==> config.mk <==
export PLATFORM = sky130hd
export DESIGN_NAME = pixel_write_sink
export DESIGN_NICKNAME = d
export VERILOG_FILES = /design/src/rtl/pixel_write_sink.sv
export SDC_FILE = /design/constraint.sdc
export NUM_CORES = 1
export LEC_CHECK = 0
export BUFFER_PORTS_ARGS = -buffer_cell sky130_fd_sc_hd__buf_2
export CAP_MARGIN = 20
export CORE_MARGIN = 2
export CORE_UTILIZATION = 34
export DETAILED_ROUTE_END_ITERATION = 10
export SYNTH_ARGS = -nofsm -noshare
export SYNTH_HDL_FRONTEND = slang
export SYNTH_SLANG_ARGS = --single-unit
==> constraint.sdc <==
create_clock -name clock -period 10.7 [get_ports clock]
set_clock_uncertainty 0.1 [all_clocks]
set_input_delay 0.535 -clock clock [delete_from_list [all_inputs] [get_ports clock]]
set_output_delay 0.535 -clock clock [all_outputs]
set_load 0.005 [all_outputs]
==> src/rtl/pixel_write_sink.sv <==
// pixel_write_sink: queues on-screen pixel plots and streams them to a frame
// memory over a valid/ready write port. Also performs full-frame colour fills
// and keeps clip/overflow statistics.
module pixel_write_sink #(
    parameter int unsigned SCREEN_W   = 320,
    parameter int unsigned SCREEN_H   = 240,
    parameter int unsigned FIFO_DEPTH = 4
) (
    input  logic        clock,
    input  logic        resetn,
    input  logic        plot,
    input  logic [8:0]  vgaInX,
    input  logic [7:0]  vgaInY,
    input  logic [2:0]  vgaInColour,
    input  logic        clearScreen,
    input  logic [2:0]  clearColour,
    output logic        plotReady,
    output logic [16:0] memAddress,
    output logic [2:0]  memData,
    output logic        memWrite,
    input  logic        memReady,
    output logic        busy,
    output logic        overflow,
    output logic [7:0]  clipCount
);
    localparam int unsigned PtrW = (FIFO_DEPTH > 1) ? $clog2(FIFO_DEPTH) : 1;
    localparam int unsigned CntW = $clog2(FIFO_DEPTH + 1);
    localparam logic [8:0] ScreenW = 9'(SCREEN_W);
    localparam logic [7:0] ScreenH = 8'(SCREEN_H);
    localparam logic [16:0] LastAddr = 17'(SCREEN_W * SCREEN_H - 1);
    localparam logic [CntW-1:0] Depth = CntW'(FIFO_DEPTH);

    typedef enum logic [1:0] {StIdle, StDrain, StClear} stateT;

    typedef struct packed {
        logic [8:0] x;
        logic [7:0] y;
        logic [2:0] colour;
    } entryT;

    stateT           state;
    entryT           fifoMem [FIFO_DEPTH];
    logic [PtrW-1:0] wrPtr;
    logic [PtrW-1:0] rdPtr;
    logic [PtrW-1:0] headIdx;
    logic [CntW-1:0] count;
    logic            clearPending;
    logic [2:0]      clearColourQ;
    logic            onScreen;
    logic            push;
    logic            pop;
    logic            clrAccept;
    logic            hasNext;
    logic            dropPlot;
    logic            clipPlot;
    entryT           head;

    // Row stride is fixed at 320: y*256 + y*64 + x.
    function automatic logic [16:0] pixelAddr(input entryT e);
        logic [16:0] y17;
        y17 = {9'd0, e.y};
        return (y17 << 8) + (y17 << 6) + {8'd0, e.x};
    endfunction

    // Handshake decode, queue head selection and status flags.
    always_comb begin
        onScreen  = (vgaInX < ScreenW) && (vgaInY < ScreenH);
        plotReady = (count != Depth) && (state != StClear) && !clearPending;
        push      = plot && onScreen && plotReady;
        dropPlot  = plot && onScreen && !plotReady;
        clipPlot  = plot && !onScreen;
        // The presented entry stays queued until its write completes.
        pop       = (state == StDrain) && memWrite && memReady;
        clrAccept = clearScreen && (state != StClear) && !clearPending;
        headIdx   = pop ? rdPtr + PtrW'(1) : rdPtr;
        hasNext   = count > (pop ? CntW'(1) : CntW'(0));
        head      = fifoMem[headIdx];
        busy      = (count != '0) || clearPending || (state == StClear);
    end

    // Queue storage; contents need no reset since count gates every read.
    always_ff @(posedge clock) begin
        if (push) begin
            fifoMem[wrPtr] <= {vgaInX, vgaInY, vgaInColour};
        end
    end

    // Queue pointers and occupancy.
    always_ff @(posedge clock or negedge resetn) begin
        if (!resetn) begin
            wrPtr <= '0;
            rdPtr <= '0;
            count <= '0;
        end else begin
            if (push) wrPtr <= wrPtr + PtrW'(1);
            if (pop)  rdPtr <= rdPtr + PtrW'(1);
            if (push && !pop) begin
                count <= count + CntW'(1);
            end else if (!push && pop) begin
                count <= count - CntW'(1);
            end
        end
    end

    // Write sequencer with registered memory port, plus clear/overflow/clip state.
    always_ff @(posedge clock or negedge resetn) begin
        if (!resetn) begin
            state        <= StIdle;
            memWrite     <= 1'b0;
            memAddress   <= '0;
            memData      <= '0;
            clearPending <= 1'b0;
            clearColourQ <= '0;
            overflow     <= 1'b0;
            clipCount    <= '0;
        end else begin
            if (clrAccept) begin
                clearPending <= 1'b1;
                clearColourQ <= clearColour;
            end
            if (dropPlot) begin
                overflow <= 1'b1;
            end else if (clrAccept) begin
                overflow <= 1'b0;
            end
            if (clipPlot && clipCount != 8'hFF) begin
                clipCount <= clipCount + 8'd1;
            end

            unique case (state)
                StIdle: begin
                    if (count != '0) begin
                        state      <= StDrain;
                        memWrite   <= 1'b1;
                        memAddress <= pixelAddr(head);
                        memData    <= head.colour;
                    end else if (clearPending) begin
                        state        <= StClear;
                        memWrite     <= 1'b1;
                        memAddress   <= '0;
                        memData      <= clearColourQ;
                        clearPending <= 1'b0;
                    end
                end
                StDrain: begin
                    if (!memWrite || memReady) begin
                        if (hasNext) begin
                            memWrite   <= 1'b1;
                            memAddress <= pixelAddr(head);
                            memData    <= head.colour;
                        end else if (clearPending) begin
                            // Queued plots are flushed before the fill starts.
                            state        <= StClear;
                            memWrite     <= 1'b1;
                            memAddress   <= '0;
                            memData      <= clearColourQ;
                            clearPending <= 1'b0;
                        end else begin
                            state    <= StIdle;
                            memWrite <= 1'b0;
                        end
                    end
                end
                StClear: begin
                    if (memReady) begin
                        if (memAddress == LastAddr) begin
                            state    <= StIdle;
                            memWrite <= 1'b0;
                        end else begin
                            memAddress <= memAddress + 17'd1;
                        end
                    end
                end
                default: begin
                    state    <= StIdle;
                    memWrite <= 1'b0;
                end
            endcase
        end
    end

endmodule

# == Word level (Yosys, flattened, before mapping) ==
# Memory sizes are Yosys's and may differ from the RTL's.
# Cells that the tools add are included.
# W data, S select, Z words.
# totals
output_inout_bits,32
mem_count,1
reg_bits,43
mem_bits_rw,80
input_bits,28
elab_cells,110
# memory_table
name,depth,width,read_ports,rd_clocked_by_memory_dff,write_ports,line,source
fifoMem,4,20,1,0,1,42,entryT fifoMem [FIFO_DEPTH];
# classes
n_eq_ne,12
add_sub_neg,8
reduce_logical,33
muxes,42
magnitude_cmp,3
# op_table
op,n
$mux W17,6
$pmux W17 S3,1
$mux W3,6
$add A16 B14 Y17,1
$add A17 B1 Y17 const B,1
$add A17 B9 Y17,1
$eq A17 B17 Y1 const B,1
$mux W1,17
$mux W2,8
$logic_and A1 B1 Y1,14
$lt A9 B9 Y1 const B,1
$add A8 B1 Y8 const B,1
$lt A8 B8 Y1 const B,1
$ne A2 B2 Y1 const B,4
$ne A8 B8 Y1 const B,1
$reduce_and A4 Y1,2
$logic_not A1 Y1,6
$ne A3 B3 Y1 const B,2
$pmux W2 S3,1
$pmux W3 S2,1
$reduce_bool A2 Y1,3
$reduce_bool A3 Y1,2
$reduce_and A5 Y1,1
$add A2 B1 Y2 const B,2
other kinds (11),14

# == Longest topological paths before layout ==
# Gate-level depths: netlist of run 1.
# An unclocked memory read counts as a cell.
# logic_depth
ltp_word,10
depth_mapped,19
mapped_depth_nobuf,17

# == Worst setup path before layout of run 1 ==
# No wires, ideal clock.
# synth_path
path_kind,register to register
start,register state[0]
end,register memAddress[16]
stages_incl_launch_ff,17
slack_ns,6.252
synth_period_minus_slack_ns,4.448
setup_ns,0.147
arrival_time_ns,4.202
t_required_ns,10.453
n_path_buf,2
path_cell_list,dfrtp_1 -> ha_1 -> and3_1 -> buf_4 -> xnor2_2 -> buf_4 -> mux4_2 -> inv_1 -> fa_1 -> inv_1 -> ha_1 -> a211o_1 -> a2111oi_0 -> o31ai_1 -> a221oi_1 -> o21a_1 -> a221oi_1
# synth_via
elab_chain_cells,10
elab_cells_between_ends,20
cone_classes,add/sub (2); order compare (1); eq/ne (5); mux (6); reduce/logical (5); memory (1)
# synth_rtl
item,line,source
from (decl),41,stateT state;
from (signal assigned),108,state <= StIdle;
from (signal assigned),133,state <= StDrain;
from (signal assigned),138,state <= StClear;
$eq A2 B1 Y1,"73, 130",
$logic_and A1 B1 Y1 (2 in a row),73,pop = (state == StDrain) && memWrite && memReady;
$mux W2,-,
$mem_v2 Z4 W20,-,
$add A16 B14 Y17,62,"return (y17 << 8) + (y17 << 6) + {8'd0, e.x};"
$add A17 B9 Y17,62,
$mux W17,147,if (hasNext) begin
$mux W17,146,if (!memWrite || memReady) begin
$pmux W17 S3,130,unique case (state)
to (signal assigned),135,memAddress <= pixelAddr(head);
to (signal assigned),149,memAddress <= pixelAddr(head);
to (signal assigned),170,memAddress <= memAddress + 17'd1;
to (decl),18,"output logic [16:0] memAddress,"
# Several ways; a longest one is shown, not always the timed one. The select of a mux whose other input is x is not followed.
# A chain may end at the register's enable or synchronous reset.

# == Worst setup path in the final report of run 1 ==
# layout_path
start,register state[1]
end,register memAddress[16]
# Same word-level chain as after synthesis.

==> key figures, run 1 <==
Global routing
  • Total congestion overflow: 0
  • Largest net degree at the start of global routing: between 40 and 50
  • First-pass GRT wire length: about 26000 um
  • All-Layer GR Usage: roughly 17%
  • Vias in the first global route: 4808
  • Initial antenna violation count: 1

Floorplanning
  • Rows: 51
  • Die height: between 100 and 150 um
  • Num ports: 60
  • Starting density of the core: about a third
  • Die footprint: 0.0207 sq mm
  • Die W: 144 um
  • Core Area: just under 0.02 sq mm

Worst setup path
  • CP Data Arrival Time: 5.56 ns
  • Reg2reg start: state[1]$_DFFE_PN0P_
  • Crit Path Class: flip-flop to flip-flop
  • Critical Path Start Type: flip-flop
  • FF-to-FF path depth: 18
  • FF-to-FF End: memAddress[16]$_DFFE_PN0P_
  • R2r setup slk: 5.31 ns
  • WP data required: 10.87 ns
  • Critical Path Sink Type: flip-flop
  • Critical path launch point: state[1]$_DFFE_PN0P_
  • Worst Setup EP: memAddress[16]$_DFFE_PN0P_
  • Crit path max fanout: 14

Logic synthesis
  • Largest area contributor in the synthesized netlist: edfxtp_1
  • Register area share after synthesis: approximately 52%
  • Netlist Area Pre-Place: 0.00666 sq mm
  • Top post-synthesis cells by area: edfxtp_1, dfrtp_1, mux4_2
  • Syn Inst Count: 550
  • Yosys warns: 0
  • EDFF count, synth: 80
  • Async S/R FF share, synth: a little over a third
  • Top-count cell post-synth: edfxtp_1
  • Synth top cells by count: edfxtp_1, dfrtp_1, nand2_1
  • Synth top area share: roughly 36%
  • Syn nets: about 610
  • Syn Area/Cell: between 10 and 15 sq um
  • Register bit total from synthesis: 123
  • Main synth FF type: edfxtp_1
  • Synth cell types: 73

Power
  • Lkg Pwr: roughly 3.1 nW
  • Net switching power: 0.327 mW
  • Tot Pwr: 1.24 mW
  • Max VDD drop: just under 0.1 mV
  • Internal power: a little over 0.9 mW
  • Comb pwr share: between 10% and 20%
  • Part of the power in registers: between 40 and 50%
  • Power share of the clock group: between 40 and 50%
  • Switching share of power: 26.3%
  • PwrDens: between 150 and 200 mW/mm^2

Placed design
  • Placed Instances: 853
  • Routability cong.: about 0.93
  • Placed inst area: slightly above 0.007 sq mm
  • Port bufs: 59
  • DP Wirelength: between 10000 and 15000 um

Clock tree
  • Worst-skew pair later-pin latency: between 0.4 and 0.5 ns
  • Maximum clock path buffer count: 2
  • CTS root buf: clkbuf_16
  • Setup Buffers After CTS: 0
  • TritonCTS clock tree: built
  • Clock-pin slew on the worst setup and hold paths: 0.06 ns
  • H-tree depth: 4
  • TritonCTS Buffers: 17
  • CTS sink count: roughly 120

STA
  • Fmax achieved: 186 MHz
  • Final Hold Slack: 0.231 ns
  • Min cycle time layout: around 5.4 ns
  • Fin crit share: between 50% and 60%
  • Actual slew at the worst max-slew pin: approximately 1.1 ns
  • Max-Slew Margin vs Limit: 29.8%
  • Setup TNS: 0 ns
  • Final Hold Viols: 0
  • RSZ-0062 raised after global routing: no
  • Fin. max-slew vios: 0
  • Setup violations, final: 0

Final layout
  • Finished Cell Area: 0.00782 sq mm
  • ANT cells: 0
  • Final std cells w/o fill: roughly 890
  • Final layout net count: 669
  • Fraction of layout cells with a size suffix above 1: a little over a fifth
  • P&R area growth vs syn: 17.4%

Detailed routing
  • Vias: 4900
  • Post-detailed-route wirelength per cell: roughly 19 um
  • Total Wirelength: around 17000 um
  • Number of remaining DRC errors: 0
  • Post-DRT Antenna Nets: 0
  • Drt first pass iters: 5
  • 1st-iter DRT viols: 423
  • DR vias/cell: 5.52

Min path
  • Hold path start: vgaInX[3]
  • Hold/Removal Path Class: primary input to flip-flop

Outcome
  • Status: finished, final reports clean

Flow run
  • Max-Cap Viols: 0
## stage by stage
stage	setup WS [ns]	utilization, %
finish	5.31	40.4
global route	4.87	40.4
CTS	5.30	40.0
detailed placement	5.33	37.2
global placement	5.55	37.2
floorplan	6.25	-
## flip-flops by register name (all words and copies together) (netlist names)
name,count
fifoMem,80
memAddress,17
clipCount,8
clearColourQ,3
count,3
memData,3
rdPtr,2
state,2
wrPtr,2
clearPending,1
memWrite,1
overflow,1
## worst max-delay path, cell delays in order (launching register included)
cell	delay (ns)
dfrtp_1	0.40
inv_1	0.11
ha_1	0.40
and3_1	0.57
inv_2	0.25
nor2_1	0.21
xnor2_1	0.14
buf_4	0.26
mux4_2	0.24
inv_1	0.06
fa_1	0.58
inv_1	0.06
ha_1	0.31
a211o_1	0.28
a2111oi_0	0.55
o31ai_1	0.15
a221oi_1	0.34
o21a_1	0.17
a221oi_1	0.05
## cells in the final DEF, fill, tap and decap left out, types with 8 or more instances in the layout
cell,n
edfxtp_1,80
buf_2,59
dfrtp_1,43
nand2_1,41
nor2_1,32
o21ai_0,28
ha_1,27
inv_1,25
mux4_2,22
a21oi_1,20
clkbuf_16,18
nand3_1,13
nor3_1,12
xnor2_1,11
a211oi_1,11
xor2_1,9
mux2_2,8
o22ai_1,8
## final cells by class
cell class | count | area [sq um]
fill | 1800 | 11500
clock inverter | 13 | 105
sequential | 123 | 3480
timing repair buffer | 69 | 423
multi-input combinational | 373 | 2950
inverter | 27 | 101
tap | 265 | 332
clock buffer | 18 | 429
## worst min-delay path by stage
stage	cells past startpoint	endpoint
6_report	1	fifoMem[3][14]$_DFFE_PP_
5_1_grt	1	fifoMem[3][6]$_DFFE_PP_
4_1_cts	1	fifoMem[0][14]$_DFFE_PP_
3_5_place_dp	2	overflow$_DFFE_PN0P_
3_3_place_gp	2	overflow$_DFFE_PN0P_
2_1_floorplan	0	clearColourQ[0]$_DFFE_PN0P_
## power by group through the flow
stage / Clock (mW) / Combinational, mW / Sequential, mW
after floorplan: 0 / 0.0964 / 0.566
after global placement: 0 / 0.143 / 0.576
after detailed placement: 0 / 0.146 / 0.578
after CTS: 0.533 / 0.147 / 0.568
after global routing: 0.552 / 0.166 / 0.573
final: 0.522 / 0.149 / 0.569
## kinds of logic after synthesis
logic type,Yosys count,share of synthesized area (%)
buf+inv,54,3.46
simple gates,142,10.5
mux,35,9.79
compound gates,145,15.2
xor+xnor,21,2.87
fa+ha+maj,30,5.98
flops,123,52.2
## routing by layer
layer | track usage (%) | share of wire (%) | wire length (um) | vias to the layer above
met5 | 0 | 0.078 | 13 | -
met4 | 6.60 | 1.7 | 290 | 2
met3 | 4.23 | 5.5 | 924 | 24
met2 | 26.6 | 48 | 7980 | 149
met1 | 22.4 | 45 | 7530 | 2464
li1 | - | - | - | 2261
## what timing repair did
item                                   4_1_cts  5_1_grt
setup endpoints to repair                    0        0
endpoints found under the hold margin        0       13
gates resized for setup                      0        0
hold buffers                                 0        1
(Power assumes the default switching activity.)
==> inputs of run 2 (changes only) <==
--- a/config.mk
+++ b/config.mk
@@ -5,6 +5,7 @@
 export SDC_FILE = /design/constraint.sdc
 export NUM_CORES = 1
 export LEC_CHECK = 0
+export ABC_AREA = 1
 export BUFFER_PORTS_ARGS = -buffer_cell sky130_fd_sc_hd__buf_2
 export CAP_MARGIN = 20
 export CORE_MARGIN = 2
==> constraint.sdc (replaced) <==
create_clock -name clock -period 4.8 [get_ports clock]
set_clock_uncertainty 0.1 [all_clocks]
set_input_delay 0.24 -clock clock [delete_from_list [all_inputs] [get_ports clock]]
set_output_delay 0.24 -clock clock [all_outputs]
set_load 0.005 [all_outputs]
==> run 2 against run 1 <==
  * Maximum frequency rose by 29%
  * First-iteration DRC count rose by 5.2%
  * Synthesized area rose by 0.70%
  * Sequential power rose by 120%
  * Register-to-register slack got worse by 4.7 ns
  * Die area rose by 0.67%
  * Via count rose by 8.6%
  * Flip-flop and latch count did not move
  * Highest routed layer is now met4
==> key figures, run 2 <==
Final layout
  • Commonest non-fill, non-tap cell in the layout: nand2_1
  • Final layout net count: 884 (+32%)
  • Fraction of layout cells with a size suffix above 1: 15.4% (-6.5 points)
  • Largest register FFs: 80 (unchanged)
  • Reg with most FFs: fifoMem
  • Fillers: 1933 (+7.4%)
  • Top flop regs: fifoMem: 80 flops, memAddress: 17 flops, clipCount: 8 flops
  • ANT cells: 0 (unchanged)
  • Finished Cell Area: 0.00810 sq mm (+3.6%)
  • P&R area growth vs syn: 20.8%
  • Most frequent cells in the layout: nand2_1, edfxtp_1, nor2_1

Logic synthesis
  • Synth top cells by count: nand2_1, nor2_1, edfxtp_1
  • Register bit total from synthesis: 123 (unchanged)
  • Register area share after synthesis: 51.9% (-0.36 points)
  • EDFF count, synth: 80 (unchanged)
  • Top post-synthesis cells by area: edfxtp_1, dfrtp_1, nand2_1
  • Synth top area share: 35.8% (-0.25 points)
  • Netlist Area Pre-Place: 0.00671 sq mm (+0.70%)
  • Main synth FF type: edfxtp_1
  • Top-count cell post-synth: nand2_1
  • Syn Inst Count: 738 (+34%)
  • Yosys warns: 0 (unchanged)
  • Async S/R FF share, synth: 35.0% (unchanged)
  • Largest area contributor in the synthesized netlist: edfxtp_1
  • Syn nets: 796 (+31%)
  • Syn Area/Cell: 9.09 sq um (-25%)
  • Synth cell types: 45 (-38%)

Floorplanning
  • Die W: 144 um (+0.34%)
  • Rows: 51 (unchanged)
  • Die height: 144 um (+0.34%)
  • Die footprint: 0.0209 sq mm (+0.67%)
  • Core Area: 0.0194 sq mm (+0.33%)
  • Starting density of the core: 34.6% (+0.13 points)
  • Num ports: 60 (unchanged)

Clock tree
  • H-tree depth: 4 (unchanged)
  • TritonCTS clock tree: built
  • Clock-pin slew on the worst setup and hold paths: 0.06 ns (about the same)
  • Worst-skew pair later-pin latency: 0.42 ns (about the same)
  • Setup Buffers After CTS: 0 (unchanged)
  • Hold buffer count at cts: 24 (+24)
  • CTS root buf: clkbuf_16
  • CTS resizes: 0 (unchanged)
  • TritonCTS Buffers: 17 (unchanged)
  • Maximum clock path buffer count: 2 (unchanged)
  • CTS sink count: 123 (unchanged)

STA
  • RSZ-0062 raised after global routing: no
  • Fin. max-slew vios: 0 (unchanged)
  • Actual slew at the worst max-slew pin: 0.878 ns (-0.176 ns)
  • Setup violations, final: 0 (unchanged)
  • Final Hold Slack: 0.0683 ns (-0.163 ns)
  • Fmax achieved: 239 MHz (+29%)
  • Min cycle time layout: 4.19 ns (-1.20 ns)
  • Final Hold Viols: 0 (unchanged)
  • Setup TNS: 0 ns (unchanged)
  • Max-Slew Margin vs Limit: 41.5% (+12 points)
  • Setup WS post-layout: 0.613 ns (-4.70 ns)
  • Fin crit share: 87.2% (+37 points)

Global routing
  • First-pass GRT wire length: 26600 um (+0.63%)
  • Initial antenna violation count: 0 (-1)
  • Total congestion overflow: 0 (unchanged)
  • All-Layer GR Usage: 16.9% (-0.025 points)
  • Largest net degree at the start of global routing: 44 (unchanged)
  • Vias in the first global route: 5003 (+4.1%)

Flow run
  • Max-Cap Viols: 0 (unchanged)

Detailed routing
  • 1st-iter DRT viols: 445 (+5.2%)
  • Vias: 5322 (+8.6%)
  • Post-DRT Antenna Nets: 0 (unchanged)
  • DR vias/cell: 4.82 (-13%)
  • Number of remaining DRC errors: 0 (unchanged)
  • Total Wirelength: 16600 um (-1.1%)
  • Drt first pass iters: 5 (unchanged)
  • Post-detailed-route wirelength per cell: 15.0 um (-20%)

Worst setup path
  • Cell Chain, Critical Path: inv_1 > ha_1 > nand3_4 > nand2_4 > nand2_4 > inv_4 > o21ai_0 > o21a_1 > fa_1 > fa_1 > o21ai_1 > xnor2_1 > or2_2 > nand2_1 > nand2_1 > a21oi_1
  • WP data required: 5.04 ns (-5.83 ns)
  • Slowest library cell on the worst path: fa_1
  • Delay of the slowest critical-path stage: 0.54 ns (-0.04 ns)
  • Critical Path Start Type: flip-flop
  • Crit Path Class: flip-flop to flip-flop
  • Crit path max fanout: 39 (+25)
  • CP Data Arrival Time: 4.43 ns (-1.13 ns)
  • Critical Path Sink Type: flip-flop

Power
  • Max VDD drop: 0.281 mV (+190%)
  • PwrDens: 365 mW/mm^2 (+130%)
  • Tot Pwr: 2.96 mW (+140%)
  • Lkg Pwr: 3.48 nW (+14%)

Placed design
  • DP Wirelength: 11300 um (-4.2%)
  • Setup WS pre-CTS: 0.615 ns (-4.72 ns)
  • Port bufs: 59 (unchanged)
  • Placed inst area: 0.00725 sq mm (+0.73%)
  • Routability cong.: 0.877 (-5.9%)

Min path
  • Hold/Removal Path Class: primary input to flip-flop

Outcome
  • Status: finished, final reports clean
[run 2: path summary, 6_finish.rpt]
check	start	to	slack [ns]	depth (start not counted)
worst max register to register	state[1]$_DFFE_PN0P_	memAddress[11]$_DFFE_PN0P_	0.61	16
worst min register to register	overflow$_DFFE_PN0P_	overflow$_DFFE_PN0P_	0.38	2
max in group asynchronous	resetn	memAddress[15]$_DFFE_PN0P_	3.95	3
worst max-delay path	state[1]$_DFFE_PN0P_	memAddress[11]$_DFFE_PN0P_	0.61	16
min in group asynchronous	resetn	memAddress[3]$_DFFE_PN0P_	0.15	2
worst min-delay path	clearScreen	clearPending$_DFF_PN0_	0.07	3
[run 2: cell families (layout without fill, tap and decap cells)]
group / count (synthesis) / count (layout) / share of synthesized area, %
flops: 123 / 123 / 51.9
xor+xnor: 15 / 15 / 1.96
mux: 1 / 1 / 0.168
simple gates: 334 / 334 / 22.1
fa+ha+maj: 30 / 30 / 5.93
buf+inv: 101 / 202 / 6.49
compound gates: 134 / 134 / 11.5
[run 2: stage by stage]
step | util (%) | cells
floorplan | - | 738
global placement | 37.4 | 1047
detailed placement | 37.4 | 1047
CTS | 41.7 | 1103
global route | 41.8 | 1104
finish | 41.8 | 1104
[run 2: power by group]
| part | total (mW) | internal [mW] | leakage, nW | switching [mW] |
|---|---|---|---|---|
| clock | 1.28 | 0.775 | 0.277 | 0.504 |
| combinational | 0.403 | 0.176 | 1.98 | 0.227 |
| sequential | 1.28 | 1.20 | 1.22 | 0.0817 |
| total | 2.96 | 2.15 | 3.48 | 0.812 |
[run 2: final cells by class]
type	count	area, sq um	area share [%]
clock inverter	14	159	1.96
clock buffer	18	429	5.30
inverter	80	303	3.74
multi-input combinational	514	2800	34.6
timing repair buffer	90	601	7.41
sequential	123	3480	42.9
tap	265	332	4.09
[run 2: critical path, delay by kind of cell (launching register included)]
kind / cells / cell delay (ns)
fa+ha+maj: 3 / 1.38
flops: 1 / 0.40
simple gates: 6 / 0.83
xor+xnor: 1 / 0.13
compound gates: 4 / 0.81
buf+inv: 2 / 0.45
[run 2: routing by layer]
metal  share of wire [%]  routed length, um  track usage, %
met5                   0                  0               0
met4                 1.1                183            5.16
met3                 4.6                768            3.41
met2                  46               7620            26.5
met1                  48               7980            23.5
==> inputs of run 3 (changes only) <==
--- a/config.mk
+++ b/config.mk
@@ -10,7 +10,9 @@
 export CAP_MARGIN = 20
 export CORE_MARGIN = 2
 export CORE_UTILIZATION = 34
+export CTS_BUF_LIST = sky130_fd_sc_hd__clkbuf_8
 export DETAILED_ROUTE_END_ITERATION = 10
+export MAX_ROUTING_LAYER = met4
 export SYNTH_ARGS = -nofsm -noshare
 export SYNTH_HDL_FRONTEND = slang
 export SYNTH_SLANG_ARGS = --single-unit
==> run 3 against run 2 <==
  * Sequential power about the same
  * Die area unchanged
  * Critical endpoint unchanged
  * Final cell count stayed put
==> key figures, run 3 (synthesis gave the netlist of run 2 again) <==
Outcome
  • Status: finished, final reports clean

Global routing
  • Total congestion overflow: 0 (unchanged)
  • All-Layer GR Usage: 17.3% (+0.39 points)
  • Vias in the first global route: 5017 (+0.28%)
  • Initial antenna violation count: 0 (unchanged)
  • First-pass GRT wire length: 26500 um (-0.39%)
  • Largest net degree at the start of global routing: 44 (unchanged)

Worst setup path
  • Crit Path Class: flip-flop to flip-flop
  • FF-to-FF path depth: 16 (unchanged)
  • WP data required: 5.07 ns (+0.03 ns)
  • CP Data Arrival Time: 4.47 ns (+0.04 ns)
  • Worst Setup EP: memAddress[11]$_DFFE_PN0P_
  • Critical Path Sink Type: flip-flop
  • Critical path launch point: state[1]$_DFFE_PN0P_
  • R2r setup slk: 0.61 ns (about the same)
  • Reg2reg start: state[1]$_DFFE_PN0P_
  • Critical Path Start Type: flip-flop
  • FF-to-FF End: memAddress[11]$_DFFE_PN0P_
  • Crit path max fanout: 39 (unchanged)

STA
  • Fin. max-slew vios: 0 (unchanged)
  • Actual slew at the worst max-slew pin: 0.876 ns (-0.00179 ns)
  • Final Hold Viols: 0 (unchanged)
  • Max-Slew Margin vs Limit: 41.6% (+0.12 points)
  • Fmax achieved: 238 MHz (-0.18%)
  • Setup TNS: 0 ns (unchanged)
  • Fin crit share: 87.4% (+0.16 points)
  • Min cycle time layout: 4.19 ns (+0.00774 ns)
  • Setup violations, final: 0 (unchanged)
  • RSZ-0062 raised after global routing: no

Placed design
  • Routability cong.: 0.891 (+1.7%)
  • DP Wirelength: 11300 um (unchanged)
  • Port bufs: 59 (unchanged)
  • Placed Instances: 1047 (unchanged)

Clock tree
  • Clock-pin slew on the worst setup and hold paths: 0.08 ns (+0.02 ns)
  • H-tree depth: 4 (unchanged)
  • TritonCTS clock tree: built
  • TritonCTS Buffers: 17 (unchanged)
  • CTS root buf: clkbuf_8
  • Worst-skew pair later-pin latency: 0.45 ns (+0.03 ns)
  • Maximum clock path buffer count: 2 (unchanged)
  • CTS sink count: 123 (unchanged)

Detailed routing
  • Post-DRT Antenna Nets: 0 (unchanged)
  • DR vias/cell: 4.83 (+0.17%)
  • 1st-iter DRT viols: 428 (-3.8%)
  • Vias: 5331 (+0.17%)
  • Number of remaining DRC errors: 0 (unchanged)
  • Drt first pass iters: 5 (unchanged)
  • Post-detailed-route wirelength per cell: 15.0 um (+0.13%)
  • Total Wirelength: 16600 um (+0.13%)

Power
  • Lkg Pwr: 3.40 nW (-2.4%)
  • Max VDD drop: 0.248 mV (-12%)
  • Tot Pwr: 2.61 mW (-12%)
  • PwrDens: 330 mW/mm^2 (-9.8%)

Final layout
  • Final layout net count: 884 (unchanged)
  • Final std cells w/o fill: 1104 (unchanged)
  • Largest register FFs: 80 (unchanged)
  • P&R area growth vs syn: 18.0%
  • Commonest non-fill, non-tap cell in the layout: nand2_1
  • Top flop regs: fifoMem: 80 flops, memAddress: 17 flops, clipCount: 8 flops
  • ANT cells: 0 (unchanged)
  • Fillers: 1958 (+1.3%)
  • Reg with most FFs: fifoMem
  • Fraction of layout cells with a size suffix above 1: 15.4% (unchanged)
  • Most frequent cells in the layout: nand2_1, edfxtp_1, nor2_1
  • Final core utilization: 40.8% (-0.99 points)

Floorplanning
  • Die footprint: 0.0209 sq mm (unchanged)
  • Die height: 144 um (unchanged)
  • Starting density of the core: 34.6% (unchanged)
  • Num ports: 60 (unchanged)
  • Die W: 144 um (unchanged)
  • Rows: 51 (unchanged)
  • Core Area: 0.0194 sq mm (unchanged)

Min path
  • Hold path start: clearScreen
  • Hold/Removal Path Class: primary input to flip-flop

Flow run
  • Max-Cap Viols: 0 (unchanged)
==> run 3: cell types whose count changed in the layout (fill, tap and decap cells not counted) <==
| cell | change |
|---|---|
| clkbuf_16 | -17 |
| clkbuf_1 | -1 |
| inv_1 | +1 |
| clkbuf_8 | +17 |
==> run 3: layer usage <==
metal / track usage, % / vias to the layer above / routed length [um]
met5: - / - / 0
met4: 4.91 / 0 / 161
met3: 4.07 / 22 / 839
met2: 26.3 / 156 / 7570
met1: 23.1 / 2469 / 8010
li1: - / 2684 / -
==> run 3: worst max-delay path, stage by stage, from the launching register on <==
cell     delay (ns)
dfrtp_1        0.40
inv_1          0.11
ha_1           0.36
nand3_4        0.16
nand2_4        0.12
nand2_4        0.16
inv_4          0.34
o21ai_0        0.13
o21a_1         0.23
fa_1           0.54
fa_1           0.48
o21ai_1        0.29
xnor2_1        0.13
or2_2          0.28
nand2_1        0.06
nand2_1        0.05
a21oi_1        0.16
==> run 3: per-stage QoR <==
step,cell area [sq um],hold WS [ns],setup WS [ns]
2_1_floorplan,6710,-0.156,1.12
3_3_place_gp,7250,0.341,0.748
3_5_place_dp,7250,0.354,0.615
4_1_cts,7890,0.0220,0.609
5_1_grt,7910,0.0603,0.305
6_report,7910,0.0406,0.605
==> run 3: timing repair <==
action	in CTS	in global routing
hold buffers	24	0
setup buffers	0	0
endpoints found under the hold margin	126	0
gates resized for setup	0	0
==> run 3: worst min path at each step <==
| stage | endpoint | slack, ns | depth (start not counted) |
|---|---|---|---|
| 2_1_floorplan | clearColourQ[0]$_DFFE_PN0P_ | -0.16 | 0 |
| 3_3_place_gp | clearColourQ[2]$_DFFE_PN0P_ | 0.34 | 3 |
| 3_5_place_dp | clearColourQ[1]$_DFFE_PN0P_ | 0.35 | 3 |
| 4_1_cts | clearPending$_DFF_PN0_ | 0.02 | 3 |
| 5_1_grt | clearPending$_DFF_PN0_ | 0.06 | 3 |
| 6_report | clearPending$_DFF_PN0_ | 0.04 | 3 |
==> run 3: where the power goes <==
group	internal, mW	leakage (nW)	total, mW	switching, mW
combinational	0.176	1.98	0.404	0.228
sequential	1.19	1.22	1.28	0.0817
clock	0.470	0.194	0.928	0.457
total	1.84	3.40	2.61	0.767
==> run 3: cell type report <==
cell class | instances | area, sq um | share of cell area (%)
clock buffer | 17 | 234 | 2.96
tap | 265 | 332 | 4.19
timing repair buffer | 90 | 601 | 7.59
inverter | 80 | 303 | 3.83
multi-input combinational | 514 | 2800 | 35.4
clock inverter | 15 | 163 | 2.06
sequential | 123 | 3480 | 44.0
